**config.mk**
```make
export PLATFORM = sky130hd
export DESIGN_NAME = execute_stage_mc
export DESIGN_NICKNAME = d
export VERILOG_FILES = /design/src/rtl/execute_stage_mc.sv
export SDC_FILE = /design/constraint.sdc
export NUM_CORES = 1
export LEC_CHECK = 0
export CAP_MARGIN = 15
export CORE_MARGIN = 2
export CORE_UTILIZATION = 48
export CTS_BUF_LIST = sky130_fd_sc_hd__clkbuf_4
export CTS_CLUSTER_SIZE = 10
export DETAILED_ROUTE_END_ITERATION = 10
export HOLD_SLACK_MARGIN = 0.1
export PLACE_DENSITY = 0.8
export SETUP_SLACK_MARGIN = 0.02
export SLEW_MARGIN = 10
export SYNTH_ARGS = -nofsm -noshare
export SYNTH_HDL_FRONTEND = slang
export SYNTH_SLANG_ARGS = --single-unit
```
**constraint.sdc**
```tcl
create_clock -name clk -period 11.4 [get_ports clk]
set_input_delay 2.28 -clock clk [delete_from_list [all_inputs] [get_ports clk]]
set_output_delay 2.28 -clock clk [all_outputs]
set_load 0.01 [all_outputs]
```
**src/rtl/execute_stage_mc.sv**
```systemverilog
// EX stage: forwarding/ALU-src/RegDst muxes, ALU, EX/MEM register, optional W-cycle shift-add multiplier.
// Build option: define EXEC_MUL_EN to include the multiplier FSM; otherwise busy=0 and mul_e is ignored.
module execute_stage_mc #(
    parameter int DATA_WIDTH     = 32,
    parameter int REG_ADDR_WIDTH = 5,
    parameter int FWD_SEL_WIDTH  = 2,
    parameter int ALU_CTRL_WIDTH = 3
) (
    input  logic                      clk,
    input  logic                      rst,
    input  logic                      valid_e,
    input  logic [DATA_WIDTH-1:0]     rd1_e,
    input  logic [DATA_WIDTH-1:0]     rd2_e,
    input  logic [DATA_WIDTH-1:0]     result_w,
    input  logic [DATA_WIDTH-1:0]     alu_out_m,
    input  logic [DATA_WIDTH-1:0]     sign_ext_e,
    input  logic [REG_ADDR_WIDTH-1:0] rt_e,
    input  logic [REG_ADDR_WIDTH-1:0] rd_e,
    input  logic                      alu_src_e,
    input  logic                      reg_dst_e,
    input  logic                      reg_write_e,
    input  logic                      mul_e,
    input  logic [FWD_SEL_WIDTH-1:0]  fwd_a_e,
    input  logic [FWD_SEL_WIDTH-1:0]  fwd_b_e,
    input  logic [ALU_CTRL_WIDTH-1:0] alu_ctrl_e,
    output logic                      busy,
    output logic                      valid_m,
    output logic                      reg_write_m,
    output logic [DATA_WIDTH-1:0]     alu_result_m,
    output logic [DATA_WIDTH-1:0]     write_data_m,
    output logic [REG_ADDR_WIDTH-1:0] write_reg_m
);
    localparam logic [FWD_SEL_WIDTH-1:0]  FWD_REG = FWD_SEL_WIDTH'(0);
    localparam logic [FWD_SEL_WIDTH-1:0]  FWD_WB  = FWD_SEL_WIDTH'(1);
    localparam logic [FWD_SEL_WIDTH-1:0]  FWD_MEM = FWD_SEL_WIDTH'(2);
    localparam logic [ALU_CTRL_WIDTH-1:0] ALU_AND = ALU_CTRL_WIDTH'(0);
    localparam logic [ALU_CTRL_WIDTH-1:0] ALU_OR  = ALU_CTRL_WIDTH'(1);
    localparam logic [ALU_CTRL_WIDTH-1:0] ALU_ADD = ALU_CTRL_WIDTH'(2);
    localparam logic [ALU_CTRL_WIDTH-1:0] ALU_XOR = ALU_CTRL_WIDTH'(3);
    localparam logic [ALU_CTRL_WIDTH-1:0] ALU_NOR = ALU_CTRL_WIDTH'(4);
    localparam logic [ALU_CTRL_WIDTH-1:0] ALU_SUB = ALU_CTRL_WIDTH'(6);
    localparam logic [ALU_CTRL_WIDTH-1:0] ALU_SLT = ALU_CTRL_WIDTH'(7);

    logic [DATA_WIDTH-1:0]     src_a, src_b, write_data, alu_res;
    logic [REG_ADDR_WIDTH-1:0] dest;

    always_comb begin
        case (fwd_a_e)
            FWD_REG: src_a = rd1_e;
            FWD_WB:  src_a = result_w;
            FWD_MEM: src_a = alu_out_m;
            default: src_a = '0;
        endcase
        case (fwd_b_e)
            FWD_REG: write_data = rd2_e;
            FWD_WB:  write_data = result_w;
            FWD_MEM: write_data = alu_out_m;
            default: write_data = '0;
        endcase
        src_b = alu_src_e ? sign_ext_e : write_data;
        dest  = reg_dst_e ? rd_e : rt_e;
    end

    always_comb begin
        case (alu_ctrl_e)
            ALU_AND: alu_res = src_a & src_b;
            ALU_OR:  alu_res = src_a | src_b;
            ALU_ADD: alu_res = src_a + src_b;
            ALU_XOR: alu_res = src_a ^ src_b;
            ALU_NOR: alu_res = ~(src_a | src_b);
            ALU_SUB: alu_res = src_a - src_b;
            ALU_SLT: alu_res = {{(DATA_WIDTH-1){1'b0}}, ($signed(src_a) < $signed(src_b))};
            default: alu_res = '0;
        endcase
    end

    logic                      valid_m_q, valid_m_d;
    logic                      reg_write_m_q, reg_write_m_d;
    logic [DATA_WIDTH-1:0]     alu_result_m_q, alu_result_m_d;
    logic [DATA_WIDTH-1:0]     write_data_m_q, write_data_m_d;
    logic [REG_ADDR_WIDTH-1:0] write_reg_m_q, write_reg_m_d;

`ifdef EXEC_MUL_EN
    localparam int CW = $clog2(DATA_WIDTH);
    localparam logic [CW-1:0] CNT_LAST = CW'(DATA_WIDTH - 1);

    typedef enum logic {S_IDLE, S_MUL} state_t;
    state_t                    state_q, state_d;
    logic                      busy_q, busy_d;
    logic [DATA_WIDTH-1:0]     mcand_q, mcand_d, mplier_q, mplier_d, acc_q, acc_d;
    logic [CW-1:0]             cnt_q, cnt_d;
    logic [REG_ADDR_WIDTH-1:0] mul_dst_q, mul_dst_d;
    logic                      mul_rw_q, mul_rw_d;
    logic [DATA_WIDTH-1:0]     acc_next;

    assign acc_next = acc_q + (mplier_q[0] ? mcand_q : '0);

    always_comb begin
        state_d        = state_q;
        busy_d         = busy_q;
        mcand_d        = mcand_q;
        mplier_d       = mplier_q;
        acc_d          = acc_q;
        cnt_d          = cnt_q;
        mul_dst_d      = mul_dst_q;
        mul_rw_d       = mul_rw_q;
        valid_m_d      = 1'b0;
        reg_write_m_d  = 1'b0;
        alu_result_m_d = '0;
        write_data_m_d = '0;
        write_reg_m_d  = '0;
        case (state_q)
            S_IDLE: begin
                if (valid_e && mul_e) begin
                    state_d   = S_MUL;
                    busy_d    = 1'b1;
                    mcand_d   = src_a;
                    mplier_d  = src_b;
                    acc_d     = '0;
                    cnt_d     = '0;
                    mul_dst_d = dest;
                    mul_rw_d  = reg_write_e;
                end else if (valid_e) begin
                    valid_m_d      = 1'b1;
                    reg_write_m_d  = reg_write_e;
                    alu_result_m_d = alu_res;
                    write_data_m_d = write_data;
                    write_reg_m_d  = dest;
                end
            end
            S_MUL: begin
                acc_d    = acc_next;
                mcand_d  = mcand_q << 1;
                mplier_d = mplier_q >> 1;
                cnt_d    = cnt_q + 1'b1;
                // Final iteration writes the product straight into EX/MEM.
                if (cnt_q == CNT_LAST) begin
                    state_d        = S_IDLE;
                    busy_d         = 1'b0;
                    valid_m_d      = 1'b1;
                    reg_write_m_d  = mul_rw_q;
                    alu_result_m_d = acc_next;
                    write_reg_m_d  = mul_dst_q;
                end
            end
            default: state_d = S_IDLE;
        endcase
    end

    always_ff @(posedge clk) begin
        if (rst) begin
            state_q   <= S_IDLE;
            busy_q    <= 1'b0;
            mcand_q   <= '0;
            mplier_q  <= '0;
            acc_q     <= '0;
            cnt_q     <= '0;
            mul_dst_q <= '0;
            mul_rw_q  <= 1'b0;
        end else begin
            state_q   <= state_d;
            busy_q    <= busy_d;
            mcand_q   <= mcand_d;
            mplier_q  <= mplier_d;
            acc_q     <= acc_d;
            cnt_q     <= cnt_d;
            mul_dst_q <= mul_dst_d;
            mul_rw_q  <= mul_rw_d;
        end
    end

    assign busy = busy_q;
`else
    logic unused_mul;
    assign unused_mul = mul_e;

    always_comb begin
        valid_m_d      = valid_e;
        reg_write_m_d  = valid_e & reg_write_e;
        alu_result_m_d = valid_e ? alu_res    : '0;
        write_data_m_d = valid_e ? write_data : '0;
        write_reg_m_d  = valid_e ? dest       : '0;
    end

    assign busy = 1'b0;
`endif

    always_ff @(posedge clk) begin
        if (rst) begin
            valid_m_q      <= 1'b0;
            reg_write_m_q  <= 1'b0;
            alu_result_m_q <= '0;
            write_data_m_q <= '0;
            write_reg_m_q  <= '0;
        end else begin
            valid_m_q      <= valid_m_d;
            reg_write_m_q  <= reg_write_m_d;
            alu_result_m_q <= alu_result_m_d;
            write_data_m_q <= write_data_m_d;
            write_reg_m_q  <= write_reg_m_d;
        end
    end

    assign valid_m      = valid_m_q;
    assign reg_write_m  = reg_write_m_q;
    assign alu_result_m = alu_result_m_q;
    assign write_data_m = write_data_m_q;
    assign write_reg_m  = write_reg_m_q;
endmodule

```
==> flow_metrics.tcl, run 1 <==
set metrics [dict create \
    hold-path-cell-count 2 \
    drv_slew 0 \
    path_class "input pin to flop" \
    worst-slew-pin-transition_ns 1.08 \
    p_leak_nw 5.40 \
    slowest_stage "a211oi_2" \
    path_cells "clkdlybuf4s50_1 -> buf_4 -> nor2b_2 -> buf_4 -> nand2_1 -> o21ai_0 -> mux2_2 -> ha_1 -> fa_1 -> nor2b_1 -> o221ai_1 -> a31oi_1 -> a211oi_2 -> o211ai_2 -> a221oi_1 -> o21ai_0 -> o21ai_1 -> a21oi_1" \
    routabilityCongestion 1.02 \
    ctsHoldBuffers 0 \
    vias 10578 \
    slew-limit-headroom_pct 27.7 \
    critPathBufInv 3 \
    wl_met1_um 14400 \
    final.period_utilization_pct 59.4 \
    layout_commonest_cell "clkdlybuf4s50_1" \
    syn-num-nets 1582 \
    core_um2 19300 \
    cts_buffers 9 \
    swShare_pct 42.8 \
    dr.pass1.iters 7 \
    antenna_found_initial 1 \
    synth_edf_count 0 \
    grt_overflow 0 \
    pwr-share-clk_pct 19.8 \
    drv_cap 0 \
    worstPathRequired_ns 11.76 \
    synthCells 1292 \
    viasPerCell 6.07 \
    final_cell_mix "248 x clkdlybuf4s50_1, 145 x nor2_1, 115 x mux2i_1" \
    die_h_um 144 \
    synth_ff_type "dfxtp_1" \
    p_switching_w 0.000475 \
    cts-root-buf "clkbuf_4" \
    io_pins 256 \
    num_rows 51 \
    n_fill_cell 1763 \
    rsz0062_at_grt "no" \
    cpPeakStageDelay_ns 0.60 \
    wirelength_um 36100 \
    top_layer "met4" \
    cts_buffer_depth 2 \
    ir_drop_v 0.0000522 \
    synth-seq-cells 71 \
    drt_iter0_drc 1006 \
    grt_pass1_vias 10063 \
    cp_top_family "compound AO/OA/AOI/OAI gates" \
    hold_violations 0 \
    min_period_ns 6.77 \
    status "finished, final reports clean" \
    drc 0 \
    grt_pass1_wl_um 54800 \
    wl_met3_um 2660 \
    cts-resized-gates 0 \
    crit_fanout 33 \
    nets 1762 \
    fmax_mhz 148 \
    syn-cell-area_um2 9370 \
    crit_path_start_kind "input pin" \
    syn_avg_cell_area_um2 7.25 \
    cp-end-kind "flop" \
    dp_hpwl_um 26800 \
    cts.htree.levels 3 \
    post_cts_buffers 0 \
    setup_tns_ns 0 \
    ys.warnings.count 0 \
    die-area_um2 20700 \
    power.density_nw_per_um2 92.0 \
    power.total_w 0.00111 \
    seq_power_share_pct 23.9 \
    synth-seq-area-share_pct 15.2 \
    hold_class "input pin to flop" \
    cts.sinks 71 \
    layout-drive-gt1-share_pct 4.81 \
    dr_wl_met2_um 16500 \
    syn2layout_area_growth_pct 29.1 \
    cts_tree "yes" \
    die_w_um 144 \
    antenna_left 0 \
    start_util_pct 48.5 \
    path_depth 18 \
    grt_start_max_net_pins 73 \
    ys_async_sr_fraction_pct 0 \
    setup_viol 0 \
    io_buffer_count 253 \
    grtUsageTotal_pct 34.4 \
    wl_per_cell_um 20.7 \
    yosysUniqueCellTypes 83 \
    p_int_w 0.000637 \
    critical_path_arrival_ns 7.12 \
    clk_pin_slew_ns 0.14 \
    p_comb_share_pct 56.3 \
]
==> Yosys cell counts (all sizes together), types with 12 or more instances <==
cell | instances | area (µm²)
nand2 | 102 | 383
a31oi | 14 | 103
clkbuf | 70 | 263
o211ai | 12 | 105
inv | 97 | 364
nor2b | 15 | 93.8
dfxtp | 71 | 1420
nor2 | 145 | 544
a211oi | 16 | 130
buf | 26 | 134
nor3 | 17 | 85.1
ha | 104 | 1300
mux2i | 115 | 1150
a21o | 39 | 293
nand3 | 18 | 90.1
o21ai | 90 | 454
a21oi | 115 | 591
and2 | 40 | 250
==> flip-flops by register name (all words and copies together), names as in the netlist <==
register and cells:
alu_result_m 32, reg_write_m 1, valid_m 1, write_data_m 32, write_reg_m 5
==> final timing paths <==
path                           end   startpoint
setup / recovery  alu_result_m[30]   fwd_b_e[0]
hold / removal         reg_write_m  reg_write_e
==> kinds of logic after synthesis <==
logic type               after synthesis  share of synthesized area, %
AO/OA/AOI/OAI                        410                          30.0
XOR/XNOR                               7                         0.654
other                                  1                        0.0400
adder cells (fa/ha/maj)              106                          14.3
flip-flops                            71                          15.2
buffers and inverters                195                          8.20
AND/OR/NAND/NOR                      381                          18.7
multiplexers                         121                          13.0
==> per-layer routing <==
layer  vias to the layer above  track usage, %
met5                         -               0
met4                         0            23.6
met3                       122            4.53
met2                       585            56.7
met1                      4928            41.5
li1                       4943               -
==> final cells by class <==
class                           count  area, µm²  area share (%)
Antenna cell                        2       5.00          0.0414
Clock buffer                       10       75.1           0.621
Clock inverter                      5        106           0.879
Inverter                           99        372            3.07
Multi-Input combinational cell   1026       7190            59.4
Sequential cell                    71       1420            11.8
Tap cell                          265        332            2.74
Timing Repair Buffer              265       2600            21.5
==> stage by stage <==
step | hold WS, ns | utilization [%] | instances | cell area (µm²) | setup WS [ns]
2_1_floorplan | 2.40 | - | 1292 | 9370 | 5.49
3_3_place_gp | 2.85 | 61.6 | 1726 | 11900 | 4.29
3_5_place_dp | 2.86 | 61.6 | 1726 | 11900 | 4.26
4_1_cts | 2.33 | 62.5 | 1741 | 12100 | 4.77
5_1_grt | 2.34 | 62.6 | 1743 | 12100 | 4.45
6_report | 2.33 | 62.6 | 1743 | 12100 | 4.63
==> power groups by stage <==
| stage | Clock (W) | Combinational (W) | Sequential [W] |
|---|---|---|---|
| 5_1_grt | 0.000230 | 0.000676 | 0.000266 |
| 6_report | 0.000221 | 0.000626 | 0.000265 |
| 3_5_place_dp | 0 | 0.000608 | 0.000271 |
| 3_3_place_gp | 0 | 0.000599 | 0.000271 |
| 4_1_cts | 0.000224 | 0.000612 | 0.000265 |
| 2_1_floorplan | 0 | 0.000398 | 0.000278 |
No activity file was read; power rests on OpenSTA's default activity.
==> run 2: changes to the inputs <==
==> constraint.sdc (replaced) <==
create_clock -name clk -period 6.68 [get_ports clk]
set_input_delay 1.336 -clock clk [delete_from_list [all_inputs] [get_ports clk]]
set_output_delay 1.336 -clock clk [all_outputs]
set_load 0.01 [all_outputs]
==> run 2 against run 1 <==
Net effect:
- hold slack got worse by 0.96 ns
- flip-flop and latch count unchanged
- first-iteration DRC count down 6.9%
- sequential share of layout area hardly changed
- utilization increased by 0.16 points
- global-route usage rose by 0.47 points
- via count down 0.11%
- combinational power increased by 73%
- cell area rose by 0.26%
- sequential power grew 71%
- largest power group unchanged
==> flow_metrics.tcl, run 2 (synthesized netlist as in run 1, its figures left out) <==
set metrics [dict create \
    status "finished, final reports clean" \
    setup_tns_ns 0 \
    seq_power_share_pct 24.7 \
    clk_pin_slew_ns 0.16 \
    worstPathRequired_ns 7.07 \
    num_rows 51 \
    grt_overflow 0 \
    vias 10566 \
    die_w_um 144 \
    wirelength_um 36500 \
    drt_iter0_drc 937 \
    swShare_pct 44.9 \
    dpl-instance-area_um2 12000 \
    hold_end "reg_write_m" \
    io_pins 256 \
    rsz0062_at_grt "no" \
    antenna_found_initial 2 \
    dp_hpwl_um 27800 \
    pwr-share-clk_pct 16.5 \
    fin_area_um2 12100 \
    p_comb_share_pct 58.8 \
    power.total_w 0.00183 \
    grt_pass1_vias 9974 \
    layout_commonest_cell "clkdlybuf4s50_1" \
    cts_tree "yes" \
    fmax_mhz 186 \
    hold_violations 0 \
    die_h_um 144 \
    final.period_utilization_pct 80.7 \
    path_class "input pin to flop" \
    viasPerCell 6.02 \
    start_util_pct 48.5 \
    drc 0 \
    p_switching_w 0.000821 \
    grtUsageTotal_pct 34.8 \
    hold_class "input pin to flop" \
    nets 1773 \
    drv_slew 0 \
    dr.pass1.iters 8 \
    grt_pass1_wl_um 55300 \
    crit_path_start_kind "input pin" \
    n_fill_cell 1758 \
    hold-path-cell-count 2 \
    drv_cap 0 \
    min_from "reg_write_e" \
    routabilityCongestion 0.999 \
    cts-root-buf "clkbuf_4" \
    wl_per_cell_um 20.8 \
    p_int_w 0.00101 \
    post_cts_buffers 0 \
    grt_start_max_net_pins 54 \
    syn2layout_area_growth_pct 29.4 \
    ir_drop_v 0.000131 \
    layout-drive-gt1-share_pct 5.45 \
    p_leak_nw 5.43 \
    cts.sinks 71 \
    cts_buffers 9 \
    power.density_nw_per_um2 151 \
    critical_path_arrival_ns 5.78 \
    io_buffer_count 253 \
    final_cells 1754 \
    cp-end-kind "flop" \
    final_cell_mix "248 x clkdlybuf4s50_1, 145 x nor2_1, 115 x mux2i_1" \
    cts.htree.levels 3 \
    worst-slew-pin-transition_ns 1.04 \
    slew-limit-headroom_pct 30.4 \
    die-area_um2 20700 \
    dp.cells 1737 \
    antenna_left 0 \
    ctsHoldBuffers 0 \
    cts-resized-gates 0 \
    crit_fanout 32 \
    setup_viol 0 \
    core_um2 19300 \
    cts_buffer_depth 2 \
    min_period_ns 5.39 \
]
==> run 2: critical path, cell delays in order <==
cell,delay [ns]
clkdlybuf4s50_1,0.48
buf_4,0.34
o21ai_0,0.23
mux2_2,0.33
ha_1,0.25
fa_1,0.46
nor2b_1,0.17
o221ai_1,0.26
a31oi_1,0.22
a211oi_2,0.59
o211ai_2,0.27
a221oi_1,0.39
o21ai_0,0.16
o21ai_1,0.18
a21oi_1,0.09
==> run 2: per-stage QoR <==
| stage | hold WS (ns) | utilization [%] | setup slack (ns) |
|---|---|---|---|
| floorplan | 1.46 | - | 1.71 |
| global placement | 1.91 | 62.0 | 0.994 |
| detailed placement | 1.91 | 62.0 | 0.906 |
| CTS | 1.36 | 62.7 | 1.44 |
| global route | 1.40 | 62.7 | 1.11 |
| finish | 1.37 | 62.7 | 1.29 |
==> run 2: layout make-up <==
| class | instances | area, µm² | area share [%] |
|---|---|---|---|
| multi-input cells | 1026 | 7190 | 59.3 |
| clock buffers | 9 | 67.6 | 0.557 |
| well taps | 265 | 332 | 2.73 |
| diodes | 2 | 5.00 | 0.0413 |
| clock inverters | 6 | 62.6 | 0.516 |
| inverters | 99 | 372 | 3.06 |
| repair buffers | 276 | 2680 | 22.1 |
| flip-flops and latches | 71 | 1420 | 11.7 |
==> run 2: worst max path at each step <==
stage / slack (ns) / cells past startpoint / startpoint / end
after floorplan: 1.71 / 17 / fwd_a_e[0] / alu_result_m[28]
after CTS: 1.44 / 15 / fwd_b_e[0] / alu_result_m[30]
after global routing: 1.11 / 15 / fwd_b_e[0] / alu_result_m[30]
after global placement: 0.99 / 15 / fwd_b_e[0] / alu_result_m[30]
after detailed placement: 0.91 / 15 / fwd_b_e[0] / alu_result_m[30]
final: 1.29 / 15 / fwd_b_e[0] / alu_result_m[30]
==> run 2: routing by layer <==
metal | vias up | part of all wire [%] | track usage [%] | wire length, µm
met5 | - | 0 | 0 | 0
met4 | 0 | 6.7 | 22.4 | 2450
met3 | 120 | 8.2 | 5.30 | 3000
met2 | 590 | 46 | 57.9 | 16800
met1 | 4892 | 39 | 41.9 | 14300
li1 | 4964 | - | - | -
==> run 2: power by group through the flow <==
| stage | combinational (W) | clock (W) | sequential (W) |
|---|---|---|---|
| floorplan | 0.000679 | 0 | 0.000474 |
| global placement | 0.00103 | 0 | 0.000462 |
| detailed placement | 0.00105 | 0 | 0.000462 |
| CTS | 0.00105 | 0.000306 | 0.000453 |
| global route | 0.00117 | 0.000317 | 0.000455 |
| finish | 0.00108 | 0.000302 | 0.000453 |
